**config.mk**
```make
export PLATFORM = sky130hd
export DESIGN_NAME = operand_token_fifo
export DESIGN_NICKNAME = d
export VERILOG_FILES = /design/src/rtl/operand_token_fifo_pkg.sv /design/src/rtl/operand_token_fifo_mem.sv /design/src/rtl/operand_token_fifo.sv
export SDC_FILE = /design/constraint.sdc
export NUM_CORES = 1
export LEC_CHECK = 0
export CORE_MARGIN = 2
export CORE_UTILIZATION = 35
export DETAILED_ROUTE_END_ITERATION = 10
export MAX_ROUTING_LAYER = met4
export PLACE_DENSITY = 0.65
export SETUP_SLACK_MARGIN = 0.4
export SLEW_MARGIN = 20
export SYNTH_ARGS = -nofsm -noshare
export SYNTH_HDL_FRONTEND = slang
export SYNTH_SLANG_ARGS = --single-unit
export TNS_END_PERCENT = 1
```
**constraint.sdc**
```tcl
create_clock -name clk -period 3 [get_ports clk]
set_input_delay 0.9 -clock clk [delete_from_list [all_inputs] [get_ports clk]]
set_output_delay 0.9 -clock clk [all_outputs]
set_load 0.1 [all_outputs]
```
**src/rtl/operand_token_fifo_pkg.sv**
```systemverilog
// Shared token types and control-field encodings for the operand token queue.
// OP0 / BYPASS both encode as zero, so a cleared entry reads back as a NOP.
package operand_token_fifo_pkg;

    localparam int DEF_DATA_W = 32;
    localparam int DEF_TAG_W  = 4;
    localparam int DEF_CTRL_W = 8;

    typedef enum logic [3:0] {
        IT_OP0    = 4'd0,
        IT_ALU    = 4'd1,
        IT_MUL    = 4'd2,
        IT_MEM    = 4'd3,
        IT_BRANCH = 4'd4
    } instr_type_e;

    typedef enum logic [3:0] {
        XU_BYPASS = 4'd0,
        XU_INT    = 4'd1,
        XU_FPU    = 4'd2,
        XU_LSU    = 4'd3
    } xu_e;

    typedef struct packed {
        logic [DEF_DATA_W-1:0] opA;
        logic [DEF_DATA_W-1:0] opB;
        logic [DEF_DATA_W-1:0] opC;
        logic [DEF_DATA_W-1:0] npc;
        logic [DEF_TAG_W-1:0]  tag;
        logic [DEF_CTRL_W-1:0] ctrl;
    } op_token_t;

    function automatic logic [DEF_CTRL_W-1:0] pack_ctrl(input instr_type_e it, input xu_e xu);
        return {it, xu};
    endfunction

    function automatic void unpack_ctrl(input logic [DEF_CTRL_W-1:0] c,
                                        output instr_type_e it, output xu_e xu);
        it = instr_type_e'(c[7:4]);
        xu = xu_e'(c[3:0]);
    endfunction

endpackage

```
**src/rtl/operand_token_fifo_mem.sv**
```systemverilog
// Token storage ring: register array with async clear, one write port and a
// combinational read port.
module token_ring_mem
    import operand_token_fifo_pkg::*;
#(
    parameter int  DEPTH = 4,
    parameter type T     = op_token_t,
    localparam int PTR_W = $clog2(DEPTH)
) (
    input  logic             clk,
    input  logic             reset,
    input  logic             we_i,
    input  logic [PTR_W-1:0] waddr_i,
    input  T                 wdata_i,
    input  logic [PTR_W-1:0] raddr_i,
    output T                 rdata_o
);

    T mem_q [DEPTH];

    always_ff @(posedge clk or negedge reset) begin
        if (!reset) begin
            for (int i = 0; i < DEPTH; i++) mem_q[i] <= '0;
        end else if (we_i) begin
            mem_q[waddr_i] <= wdata_i;
        end
    end

    assign rdata_o = mem_q[raddr_i];

endmodule

```
**src/rtl/operand_token_fifo.sv**
```systemverilog
// Elastic operand token queue between register read and execute. Tokens whose
// stream tag no longer matches the current stream are discarded at the head.
module operand_token_fifo
    import operand_token_fifo_pkg::*;
#(
    parameter int DEPTH     = 4,
    parameter int DATA_W    = 32,
    parameter int TAG_W     = 4,
    parameter int CTRL_W    = 8,
    parameter bit SQUASH_EN = 1'b1
) (
    input  logic                       clk,
    input  logic                       reset,
    input  logic                       in_valid,
    output logic                       in_ready,
    input  logic [DATA_W-1:0]          in_opA,
    input  logic [DATA_W-1:0]          in_opB,
    input  logic [DATA_W-1:0]          in_opC,
    input  logic [DATA_W-1:0]          in_npc,
    input  logic [TAG_W-1:0]           in_tag,
    input  logic [CTRL_W-1:0]          in_ctrl,
    output logic                       out_valid,
    input  logic                       out_ready,
    output logic [DATA_W-1:0]          out_opA,
    output logic [DATA_W-1:0]          out_opB,
    output logic [DATA_W-1:0]          out_opC,
    output logic [DATA_W-1:0]          out_npc,
    output logic [TAG_W-1:0]           out_tag,
    output logic [CTRL_W-1:0]          out_ctrl,
    input  logic                       flush,
    input  logic [TAG_W-1:0]           flush_tag,
    output logic                       drop,
    output logic [$clog2(DEPTH+1)-1:0] count
);

    localparam int PTR_W = $clog2(DEPTH);
    localparam int CNT_W = $clog2(DEPTH+1);
    localparam logic [CNT_W-1:0] FULL_CNT = CNT_W'(DEPTH);

    typedef struct packed {
        logic [DATA_W-1:0] opA;
        logic [DATA_W-1:0] opB;
        logic [DATA_W-1:0] opC;
        logic [DATA_W-1:0] npc;
        logic [TAG_W-1:0]  tag;
        logic [CTRL_W-1:0] ctrl;
    } tok_t;

    logic [PTR_W-1:0] rd_ptr_q, rd_ptr_d, wr_ptr_q, wr_ptr_d;
    logic [CNT_W-1:0] count_q, count_d;
    logic [TAG_W-1:0] cur_tag_q, cur_tag_d;
    tok_t             wtok, head;
    logic             push, pop, stale, nonempty;

    assign wtok = '{opA: in_opA, opB: in_opB, opC: in_opC, npc: in_npc,
                    tag: in_tag, ctrl: in_ctrl};

    token_ring_mem #(.DEPTH(DEPTH), .T(tok_t)) u_mem (
        .clk     (clk),
        .reset   (reset),
        .we_i    (push),
        .waddr_i (wr_ptr_q),
        .wdata_i (wtok),
        .raddr_i (rd_ptr_q),
        .rdata_o (head)
    );

    // Squash compares against the registered stream tag, so it takes effect
    // the cycle after a flush and also covers a token pushed alongside it.
    assign nonempty  = (count_q != '0);
    assign stale     = SQUASH_EN && nonempty && (head.tag != cur_tag_q);
    assign out_valid = nonempty && !stale;
    assign drop      = stale;
    assign in_ready  = (count_q != FULL_CNT);
    assign push      = in_valid && in_ready;
    assign pop       = (out_valid && out_ready) || stale;
    assign count     = count_q;

    assign out_opA  = head.opA;
    assign out_opB  = head.opB;
    assign out_opC  = head.opC;
    assign out_npc  = head.npc;
    assign out_tag  = head.tag;
    assign out_ctrl = head.ctrl;

    always_comb begin
        rd_ptr_d  = rd_ptr_q;
        wr_ptr_d  = wr_ptr_q;
        count_d   = count_q;
        cur_tag_d = cur_tag_q;
        if (push) wr_ptr_d = wr_ptr_q + PTR_W'(1);
        if (pop)  rd_ptr_d = rd_ptr_q + PTR_W'(1);
        if (push && !pop)      count_d = count_q + CNT_W'(1);
        else if (pop && !push) count_d = count_q - CNT_W'(1);
        if (SQUASH_EN && flush) cur_tag_d = flush_tag;
    end

    always_ff @(posedge clk or negedge reset) begin
        if (!reset) begin
            rd_ptr_q  <= '0;
            wr_ptr_q  <= '0;
            count_q   <= '0;
            cur_tag_q <= '0;
        end else begin
            rd_ptr_q  <= rd_ptr_d;
            wr_ptr_q  <= wr_ptr_d;
            count_q   <= count_d;
            cur_tag_q <= cur_tag_d;
        end
    end

endmodule

```
Word level (Yosys, flattened, before mapping)
Cells that the tools add are included.

storage, ports and cells
  register bits = 571
  input bits = 149
  output and inout bits = 146

operators by class
  add/subtract/negate cells = 4
  $lt $le $gt $ge = 3
  equality and inequality tests = 2
  multiplexer cells = 8
  bitwise operators = 2
  reductions and logical operators = 13

operators with widths
  cell                 number
  $bwmux 560           1
  $mux 140             3
  $bmux 140 s2         1
  $demux 140 s2        1
  $logic_and 1x1->1    7
  $ge 3x3->1 const B   2
  $mux 3               2
  $not 2->3            2
  $add 2x1->2 const B  2
  $ne 4x4->1           1
  $add 3x1->3 const B  1
  $logic_not 1->1      3
  $lt 3x1->1 const B   1
  $ne 3x3->1 const B   1
  $reduce_bool 3->1    1
  $sub 3x1->3 const B  1
  $reduce_bool 2->1    1
  $logic_or 1x1->1     1

Logic depth before layout (Yosys ltp)
Gate-level depths: netlist of the first run.

  word-level depth = 13
  depth in mapped cells = 11
  gate-level depth less buffers = 10

By module
Synthesis of the first run repeated with hierarchy kept, for this count alone.

unflattened totals
  cell total of the unflattened synthesis = 1398
  area total of the unflattened synthesis = 24534.8 µm²

modules (own cells, without submodules)
  module              times used  cells an instance  area an instance (µm²)  sequential area each (µm²)
  token_ring_mem      1           1356               23999.3                 14013.4
  operand_token_fifo  1           42                 535.5                   275.3

Worst setup path before layout of the first run
OpenSTA, ideal clock, no wires.

  path kind = reg-to-output
  start point = register rd_ptr_q[0]
  end point = output drop
  data arrival time = 3024 ps
  required time = 2100 ps
  setup slack = -924 ps
  cell stages (with the launch flop) = 6
  buffers on the path = 1
  cells stage by stage = dfrtp_1 buf_6 mux4_2 xnor2_2 and4_1 nor2_1

on the way
  cells in the longest elaborated chain, start to end = 6

RTL lines
  element                                      line                          RTL
  start, declared                              operand_token_fifo.sv:49      logic [PTR_W-1:0] rd_ptr_q, rd_ptr_d, wr_ptr_q, wr_ptr_d;
  start signal, assigned                       operand_token_fifo.sv:105     rd_ptr_q <= rd_ptr_d;
  $not 2->3 (implied by the code)              operand_token_fifo_mem.sv:29  assign rdata_o = mem_q[raddr_i];
  $bmux 140 s2                                 operand_token_fifo_mem.sv:29
  $mux 140 (implied by the code) (2 in a row)  operand_token_fifo_mem.sv:29
  via out_tag[2]                               operand_token_fifo.sv:28      output logic [TAG_W-1:0] out_tag,
  $ne 4x4->1                                   operand_token_fifo.sv:71      assign stale = SQUASH_EN && nonempty && (head.tag != cur_tag_q);
  $logic_and 1x1->1                            operand_token_fifo.sv:71
  end, declared                                operand_token_fifo.sv:32      output logic drop,

The timed path passes the listed nets, and every way through them passes these cells. The select of a mux whose other input is x is not followed.

Worst setup path after layout of the first run
  start point = register rd_ptr_q[0]
  end point = output out_valid

on the way
  cells in the longest elaborated chain, start to end = 8

RTL lines
  element                                      line                          RTL
  $not 2->3 (implied by the code)              operand_token_fifo_mem.sv:29
  $bmux 140 s2                                 operand_token_fifo_mem.sv:29
  $mux 140 (implied by the code) (2 in a row)  operand_token_fifo_mem.sv:29
  $ne 4x4->1                                   operand_token_fifo.sv:71
  $logic_and 1x1->1                            operand_token_fifo.sv:71
  $logic_not 1->1                              operand_token_fifo.sv:72      assign out_valid = nonempty && !stale;
  $logic_and 1x1->1                            operand_token_fifo.sv:72
  end, declared                                operand_token_fifo.sv:22      output logic out_valid,

No other way between the ends. The select of a mux whose other input is x is not followed.

==> impl_metrics.py, run 1 <==
metrics = {
    "outcome": {
        "status": "finished with violations",
        "violations": "negative setup slack",
    },
    "logic_synthesis": {
        "synth_largest_area_cell": "dfrtp_1",
        "async_flop_share_pct": 100,
        "synthTopCellsByArea": "dfrtp_1, mux2_2, mux4_2",
        "muxShareOfSynthArea_pct": 38.7,
        "synth.yosys.warnings": 0,
        "yosys.area_share.simple_pct": 0.402,
        "syn_area_um2": 24600,
        "ys.flop_type": "dfrtp_1",
        "synth-xor-area-share_pct": 0.376,
        "synth_cells": 1418,
        "yosysMostFrequentCell": "dfrtp_1",
        "ys_ff_latch": 571,
        "ys_seq_area_share_pct": 58.0,
        "synth_fp_nets": 1573,
        "synth.cells.most_frequent": "dfrtp_1, mux2_2, mux4_2, buf_2, clkbuf_1",
        "synth_edf_count": 0,
        "yosysTopAreaCellShare_pct": 58.0,
        "synth_compound_area_share_pct": 0.274,
        "synthAdderAreaFrac_pct": 0.335,
        "synth_top_family_by_area": "multiplexers",
        "avgSynthCellArea_um2": 17.4,
        "ys_types": 27,
    },
    "sta": {
        "period_share_pct": 112,
        "hold_viol": 0,
        "setup_viol": 139,
        "worstMarginPinSlew_ns": 0.704,
        "final.min_clock_period_ns": 3.36,
        "layout_setup_ws_ns": -0.363,
        "slew-limit-headroom_pct": 53.1,
        "skew_ns": 0.0277,
        "rsz0062_at_grt": "yes",
        "fmaxAchievable_mhz": 297,
        "slew_violations": 0,
    },
    "worst_setup_path": {
        "cp_num_cells": 6,
        "path_class": "reg2out",
        "crit_required_ns": 2.10,
        "regToRegStartpoint": "rd_ptr_q[0]$_DFFE_PN0P_",
        "timing.rr.end": "count[2]$_DFFE_PN0P_",
        "critPathTopFamily": "multiplexers",
        "crit_slowest_cell": "mux4_2",
        "crit_fanout": 8,
        "crit_buf_inv": 2,
        "rrSetupSlack_ns": 0.25,
        "ff2ff_path_depth": 10,
        "critPathArrivalTime_ns": 2.46,
        "max_stage_delay_ns": 0.57,
        "crit_chain": "mux4_2, xnor2_2, nand4_1, buf_4, nor2_4, buf_12",
        "cp-start-kind": "flop",
        "endpoint_kind": "primary output",
    },
    "floorplanning": {
        "die_w_um": 269,
        "io_pins": 295,
        "dieArea_um2": 72500,
        "core_area_um2": 69800,
        "rows": 97,
        "initial_core_util_pct": 35.3,
        "die_y_um": 269,
    },
    "cells_and_area": {
        "instances_no_fill": 2764,
        "drive_gt1_share_pct": 57.7,
        "nFillCells": 5842,
        "areaGrowthSynthToFinish_pct": 34.6,
        "nNetsFinal": 1926,
    },
    "clock_tree": {
        "clk_path_buf_depth": 3,
        "cts_tree": "done",
        "clock_sinks": 571,
        "cts.clk_slew.worst_paths_ns": 0.06,
        "clkLatencyLatePin_ns": 0.60,
        "cts-buffers-inserted": 67,
        "cts_max_level": 3,
        "root_buffer": "clkbuf_16",
    },
    "drt": {
        "wl_met2_um": 29400,
        "wirelength_um": 58600,
        "first_pass_iters": 4,
        "viasPerCell": 5.00,
        "wl_met3_um": 3510,
        "top_layer": "met4",
        "vias": 13800,
        "wl_per_cell_um": 21.2,
        "drc": 0,
        "wl_met1_um": 24500,
        "drt-initial-drc-count": 604,
        "ant_nets": 0,
    },
    "global_routing": {
        "grtUsageTotal_pct": 17.1,
        "overflow": 0,
        "grt_max_degree": 109,
        "antenna_found_initial": 8,
        "grt_pass1_vias": 15700,
        "grt_pass1_wl_um": 94000,
    },
    "min_path": {
        "worstHoldPathType": "in2async",
    },
    "flow_run": {
        "maxCapViolCount": 0,
    },
    "placement": {
        "gp_congestion": 0.762,
        "post-dp-hpwl_um": 38000,
        "port_buffers": 294,
        "dp.cells": 2632,
    },
}
layout by cell type, fill, tap and decap left out, types with 5 or more instances in the layout:
cell type	count
diode_2	9
mux2_2	565
clkbuf_8	9
buf_12	178
clkdlybuf4s50_1	147
clkbuf_16	68
buf_4	45
dfrtp_1	569
clkinv_2	10
mux4_2	140
ha_1	5
clkbuf_1	15
how the worst max path moves through the flow:
| stage | end | startpoint | slack (ns) |
|---|---|---|---|
| finish | out_valid | rd_ptr_q[0]$_DFFE_PN0P_ | -0.36 |
| global route | out_valid | rd_ptr_q[0]$_DFFE_PN0P_ | -0.45 |
| CTS | out_opC[2] | rd_ptr_q[0]$_DFFE_PN0P_ | -0.43 |
| detailed placement | drop | rd_ptr_q[0]$_DFFE_PN0P_ | 0.14 |
| global placement | drop | rd_ptr_q[0]$_DFFE_PN0P_ | 0.16 |
| floorplan | drop | rd_ptr_q[0]$_DFFE_PN0P_ | -0.17 |
cells by family (layout without fill, tap and decap cells):
group / after synthesis / after routing
flip-flops: 571 / 571
adder cells (fa/ha/maj): 6 / 6
buffers and inverters: 98 / 495
AND/OR/NAND/NOR: 21 / 21
other: 0 / 9
XOR/XNOR: 8 / 8
AO/OA/AOI/OAI: 9 / 9
multiplexers: 705 / 705
flip-flops by register name (all words and copies together) (netlist names):
register,count
wr_ptr_q,2
cur_tag_q,4
u_mem.mem_q,560
rd_ptr_q,2
count,3
per-stage QoR:
| step | area, um2 | setup TNS (ns) | hold slack, ns | utilization, % | setup slack [ns] |
|---|---|---|---|---|---|
| 5_1_grt | 33100 | -46.84 | 0.311 | 47.5 | -0.453 |
| 3_5_place_dp | 30800 | 0 | 0.487 | 44.1 | 0.140 |
| 2_1_floorplan | 24600 | -0.316 | 0.474 | - | -0.168 |
| 6_report | 33100 | -32.15 | 0.307 | 47.5 | -0.363 |
| 4_1_cts | 33000 | -49.06 | 0.286 | 47.3 | -0.430 |
| 3_3_place_gp | 30800 | 0 | 0.481 | 44.1 | 0.156 |
repair_timing:
action / 4_1_cts / 5_1_grt
resized for setup: 12 / 2
setup endpoints to repair: 144 / 144
hold buffers: 0 / 0
endpoints found under the hold margin: 0 / 0
buffers inserted: 5 / 3
cloned: 1 / 1
layer usage:
metal | GRT usage (%) | up-vias
met2 | 27.9 | 266
met4 | 5.04 | 0
met1 | 20.8 | 7413
li1 | - | 6050
met3 | 4.50 | 89
met5 | - | -
area by class of cell:
class,count,area [um2],area share [%]
flip-flops and latches,571,14300,43.1
repair buffers,378,5550,16.7
diodes,9,22.5,0.0680
multi-input cells,749,9930,30.0
clock buffers,91,1860,5.60
inverters,4,15.0,0.0453
clock inverters,22,287,0.865
well taps,940,1180,3.55
Power of run 1 is left out: the tool's default activity adds up to more than one toggle a clock period on the data nets, which glitch-free logic cannot reach.
==> inputs of run 2 (changes only) <==
--- a/config.mk
+++ b/config.mk
@@ -9,7 +9,8 @@
 export CORE_UTILIZATION = 35
 export DETAILED_ROUTE_END_ITERATION = 10
 export MAX_ROUTING_LAYER = met4
-export PLACE_DENSITY = 0.65
+export PLACE_DENSITY_LB_ADDON = 0.15
+export RECOVER_POWER = 25
 export SETUP_SLACK_MARGIN = 0.4
 export SLEW_MARGIN = 20
 export SYNTH_ARGS = -nofsm -noshare
==> constraint.sdc (replaced) <==
create_clock -name clk -period 3.9 [get_ports clk]
set_input_delay 1.17 -clock clk [delete_from_list [all_inputs] [get_ports clk]]
set_output_delay 1.17 -clock clk [all_outputs]
set_load 0.1 [all_outputs]
==> impl_metrics.py, run 2 (synthesis gave the netlist of run 1 again) <==
metrics = {
    "clock_tree": {
        "clk_path_buf_depth": 3,
        "cts_tree": "done",
        "root_buffer": "clkbuf_16",
        "clkLatencyLatePin_ns": 0.61,
        "cts_max_level": 3,
        "cts.clk_slew.worst_paths_ns": 0.06,
        "cts-buffers-inserted": 66,
        "clock_sinks": 571,
    },
    "sta": {
        "hold_viol": 0,
        "final.min_clock_period_ns": 3.66,
        "period_share_pct": 93.9,
        "slew-limit-headroom_pct": -79.1,
        "worstMarginPinSlew_ns": 2.69,
        "tns_ns": 0,
        "setup_viol": 0,
        "slew_violations": 36,
        "rsz0062_at_grt": "yes",
        "fmaxAchievable_mhz": 273,
        "skew_ns": 0.0232,
    },
    "floorplanning": {
        "rows": 97,
        "core_area_um2": 69800,
        "initial_core_util_pct": 35.3,
        "io_pins": 295,
        "die_w_um": 269,
        "die_y_um": 269,
        "dieArea_um2": 72500,
    },
    "drt": {
        "vias": 13800,
        "drt-initial-drc-count": 617,
        "first_pass_iters": 6,
        "wirelength_um": 58700,
        "wl_per_cell_um": 21.4,
        "viasPerCell": 5.02,
        "ant_nets": 0,
        "drc": 0,
    },
    "global_routing": {
        "grt_pass1_wl_um": 92700,
        "grt_pass1_vias": 15400,
        "overflow": 0,
        "grt_max_degree": 95,
        "grtUsageTotal_pct": 16.9,
        "antenna_found_initial": 9,
    },
    "cells_and_area": {
        "regMostFlops": "u_mem.mem_q",
        "largest_register_ffs": 560,
        "most-common-layout-cells": "dfrtp_1, mux2_2, clkdlybuf4s50_1",
        "mostFrequentLayoutCell": "dfrtp_1",
        "areaGrowthSynthToFinish_pct": 28.3,
        "nFillCells": 6167,
        "nNetsFinal": 1903,
        "drive_gt1_share_pct": 56.7,
    },
    "outcome": {
        "status": "finished with violations",
        "violations": "max-capacitance violations, max-slew violations",
    },
    "worst_setup_path": {
        "endpoint_kind": "primary output",
        "ff2ff_path_depth": 12,
        "path_class": "reg2out",
        "crit_fanout": 6,
        "crit_required_ns": 2.73,
        "cp-start-kind": "flop",
        "critPathArrivalTime_ns": 2.49,
    },
    "min_path": {
        "min_path_cells": 1,
        "worstHoldPathType": "reg2reg",
    },
    "flow_run": {
        "maxCapViolCount": 1,
    },
    "placement": {
        "gp_congestion": 0.735,
        "post-dp-hpwl_um": 36700,
        "port_buffers": 294,
    },
}
-- run 2: cell count changes in the layout (fill, tap and decap cells not counted), moves of 3 or more --
cell	previous run	this run
buf_12	178	73
buf_4	45	124
clkbuf_1	15	25
clkbuf_8	9	16
clkinv_2	10	7
-- run 2: final timing paths --
kind / from / endpoint / slack (ns)
worst max-delay path: rd_ptr_q[0]$_DFFE_PN0P_ / out_valid / 0.24
worst min-delay path: u_mem.mem_q[232]$_DFFE_PN0P_ / u_mem.mem_q[232]$_DFFE_PN0P_ / 0.50
worst max register to register: rd_ptr_q[0]$_DFFE_PN0P_ / count[2]$_DFFE_PN0P_ / 0.90
worst min register to register: u_mem.mem_q[232]$_DFFE_PN0P_ / u_mem.mem_q[232]$_DFFE_PN0P_ / 0.50
max in group asynchronous: reset / u_mem.mem_q[222]$_DFFE_PN0P_ / 0.53
min in group asynchronous: reset / u_mem.mem_q[116]$_DFFE_PN0P_ / 1.47
-- run 2: per-stage QoR --
step           utilization, %  instance area (um2)  instances  worst slack (ns)  hold WS [ns]
2_1_floorplan               -                24600       1418             0.219         0.474
3_3_place_gp             42.0                29300       2609             0.531         0.481
3_5_place_dp             42.0                29300       2609             0.547         0.487
4_1_cts                  45.1                31500       2732             0.164         0.466
5_1_grt                  45.3                31600       2747            0.0830         0.508
6_report                 45.3                31600       2747             0.237         0.498
-- run 2: cell type report --
| class | instances | area (um2) | share of cell area, % |
|---|---|---|---|
| repair buffers | 356 | 4010 | 12.7 |
| clock buffers | 103 | 1950 | 6.17 |
| flip-flops and latches | 571 | 14300 | 45.3 |
| well taps | 940 | 1180 | 3.72 |
| multi-input cells | 749 | 9950 | 31.5 |
| inverters | 4 | 15.0 | 0.0475 |
| diodes | 9 | 22.5 | 0.0713 |
| clock inverters | 15 | 170 | 0.539 |
-- run 2: routing by layer --
layer  global-route usage (%)  up-vias  part of all wire [%]  wire, um
li1                         -     6015                     -         -
met1                     21.0     7434                    42     24800
met2                     27.1      245                    50     29300
met3                     4.63       98                   5.4      3140
met4                     4.90        0                   2.4      1430
met5                        -        -                     0         0
-- run 2: repair_timing --
item / 4_1_cts / 5_1_grt
gates cloned: 0 / 1
gates resized for setup: 5 / 6
hold buffers: 0 / 0
pin swaps: 0 / 2
setup buffers: 5 / 5
setup endpoints to repair: 132 / 132
-- run 2: critical path: stages, from the launching register on --
cell and delay, ns:
dfrtp_4 0.48, buf_12 0.15, mux4_2 0.53, xnor2_4 0.23, nand4_1 0.15, nor2_2 0.18
buf_12 0.19
Power of run 2 is left out for the same reason.
==> inputs of run 3 (changes only) <==
==> constraint.sdc (replaced) <==
create_clock -name clk -period 3.9 [get_ports clk]
set_input_delay 0.585 -clock clk [delete_from_list [all_inputs] [get_ports clk]]
set_output_delay 0.585 -clock clk [all_outputs]
set_load 0.1 [all_outputs]
==> impl_metrics.py, run 3 (synthesis gave the netlist of run 1 again) <==
metrics = {
    "placement": {
        "gp_congestion": 0.727,
        "post-dp-hpwl_um": 36200,
        "placed_area_um2": 28600,
        "port_buffers": 294,
    },
    "drt": {
        "ant_nets": 0,
        "viasPerCell": 5.01,
        "wirelength_um": 58700,
        "drc": 0,
        "drt-initial-drc-count": 512,
        "wl_per_cell_um": 21.5,
        "first_pass_iters": 4,
        "vias": 13700,
    },
    "sta": {
        "final.min_clock_period_ns": 3.63,
        "fmaxAchievable_mhz": 275,
        "worstMarginPinSlew_ns": 2.48,
        "rsz0062_at_grt": "yes",
        "tns_ns": 0,
        "slew_violations": 82,
        "setup_viol": 0,
        "period_share_pct": 93.1,
        "hold_viol": 0,
        "skew_ns": 0.0202,
        "slew-limit-headroom_pct": -65.6,
    },
    "worst_setup_path": {
        "crit_buf_inv": 1,
        "critPathArrivalTime_ns": 3.05,
        "ff2ff_path_depth": 10,
        "crit_slowest_cell": "clkdlybuf4s50_1",
        "max_stage_delay_ns": 0.99,
        "endpoint_kind": "primary output",
        "crit_fanout": 25,
        "path_class": "reg2out",
        "regToRegStartpoint": "rd_ptr_q[0]$_DFFE_PN0P_",
        "critPathTopFamily": "buffers and inverters",
        "crit_chain": "mux4_2, clkdlybuf4s50_1",
        "cp-start-kind": "flop",
        "crit_required_ns": 3.31,
        "timing.rr.end": "count[2]$_DFFE_PN0P_",
        "rrSetupSlack_ns": 0.62,
    },
    "global_routing": {
        "grtUsageTotal_pct": 17.0,
        "use_met3_pct": 4.34,
        "grt.busiest_layer": "met2",
        "overflow": 0,
        "grtUsageMet1_pct": 20.8,
        "grt_pass1_wl_um": 93400,
        "grt_max_degree": 101,
        "grt.met2_usage_pct": 28.1,
        "antenna_found_initial": 4,
        "grt_pass1_vias": 15300,
    },
    "min_path": {
        "min_path_cells": 1,
        "min_from": "u_mem.mem_q[226]$_DFFE_PN0P_",
        "hold_end": "u_mem.mem_q[226]$_DFFE_PN0P_",
        "worstHoldPathType": "reg2reg",
    },
    "cells_and_area": {
        "nFillCells": 6250,
        "areaGrowthSynthToFinish_pct": 25.4,
        "design_area_um2": 30900,
        "drive_gt1_share_pct": 55.5,
        "mostFrequentLayoutCell": "dfrtp_1",
        "largest_register_ffs": 560,
        "regMostFlops": "u_mem.mem_q",
        "most-common-layout-cells": "dfrtp_1, mux2_2, clkdlybuf4s50_1",
        "nNetsFinal": 1886,
    },
    "clock_tree": {
        "clock_sinks": 571,
        "cts-buffers-inserted": 68,
        "cts_setup_buffers": 0,
        "clk_path_buf_depth": 3,
        "cts.clk_slew.worst_paths_ns": 0.06,
        "cts_resized": 1,
        "clkLatencyLatePin_ns": 0.61,
        "hold_buffers": 0,
        "cts_max_level": 3,
        "root_buffer": "clkbuf_16",
        "cts_tree": "done",
    },
    "floorplanning": {
        "die_y_um": 269,
        "rows": 97,
        "io_pins": 295,
        "die_w_um": 269,
        "initial_core_util_pct": 35.3,
        "core_area_um2": 69800,
        "dieArea_um2": 72500,
    },
    "outcome": {
        "violations": "max-capacitance violations, max-slew violations",
        "status": "finished with violations",
    },
    "flow_run": {
        "maxCapViolCount": 1,
    },
}
run 3: cell count changes in the layout (fill, tap and decap cells not counted), sizes merged:
cell and change:
buf -31, inv +1, diode -5, dlymetal6s2s +1, bufinv +2, clkbuf +3
clkdlybuf4s50 +11, dlygate4sd3 +1, clkinv -4, dlygate4sd2 +1
run 3: final cells by class:
class / count / area, um2 / share of cell area (%)
clock inverter: 14 / 244 / 0.791
clock buffer: 108 / 2060 / 6.69
tap: 940 / 1180 / 3.81
sequential: 571 / 14300 / 46.3
inverter: 4 / 15.0 / 0.0487
antenna: 4 / 10.0 / 0.0324
multi-input combinational: 749 / 9890 / 32.0
timing repair buffer: 337 / 3170 / 10.3
run 3: how the worst max path moves through the flow:
stage / start / to / slack, ns / depth (start not counted)
floorplan: rd_ptr_q[0]$_DFFE_PN0P_ / out_valid / 0.36 / 5
global placement: rd_ptr_q[0]$_DFFE_PN0P_ / count[2]$_DFFE_PN0P_ / 0.69 / 10
detailed placement: rd_ptr_q[0]$_DFFE_PN0P_ / count[2]$_DFFE_PN0P_ / 0.62 / 10
CTS: rd_ptr_q[0]$_DFFE_PN0P_ / out_ctrl[5] / 0.19 / 2
global route: rd_ptr_q[0]$_DFFE_PN0P_ / out_opA[30] / 0.14 / 2
finish: rd_ptr_q[0]$_DFFE_PN0P_ / out_ctrl[7] / 0.27 / 2
run 3: worst register-to-register path: stages, from the launching register on:
cell and delay, ns:
dfrtp_4 0.82, mux4_2 0.62, xnor2_1 0.34, nand4_1 0.17, o21ai_0 0.20, ha_1 0.21
inv_1 0.06, fa_1 0.37, xor2_1 0.15, nor2_1 0.12, xor2_1 0.15
run 3: through the flow:
| step | instances | hold slack (ns) | setup WS (ns) | utilization (%) |
|---|---|---|---|---|
| detailed placement | 2601 | 0.487 | 0.622 | 40.9 |
| CTS | 2723 | 0.0180 | 0.190 | 44.2 |
| floorplan | 1418 | 0.289 | 0.358 | - |
| finish | 2727 | 0.495 | 0.267 | 44.2 |
| global placement | 2601 | 0.481 | 0.686 | 40.9 |
| global route | 2727 | 0.505 | 0.142 | 44.2 |
run 3: routing by layer:
layer,vias up,routed length (um)
li1,5967,-
met1,7380,25000
met2,224,29400
met3,83,3050
met4,0,1240
met5,-,0
Power of run 3 is left out for the same reason.
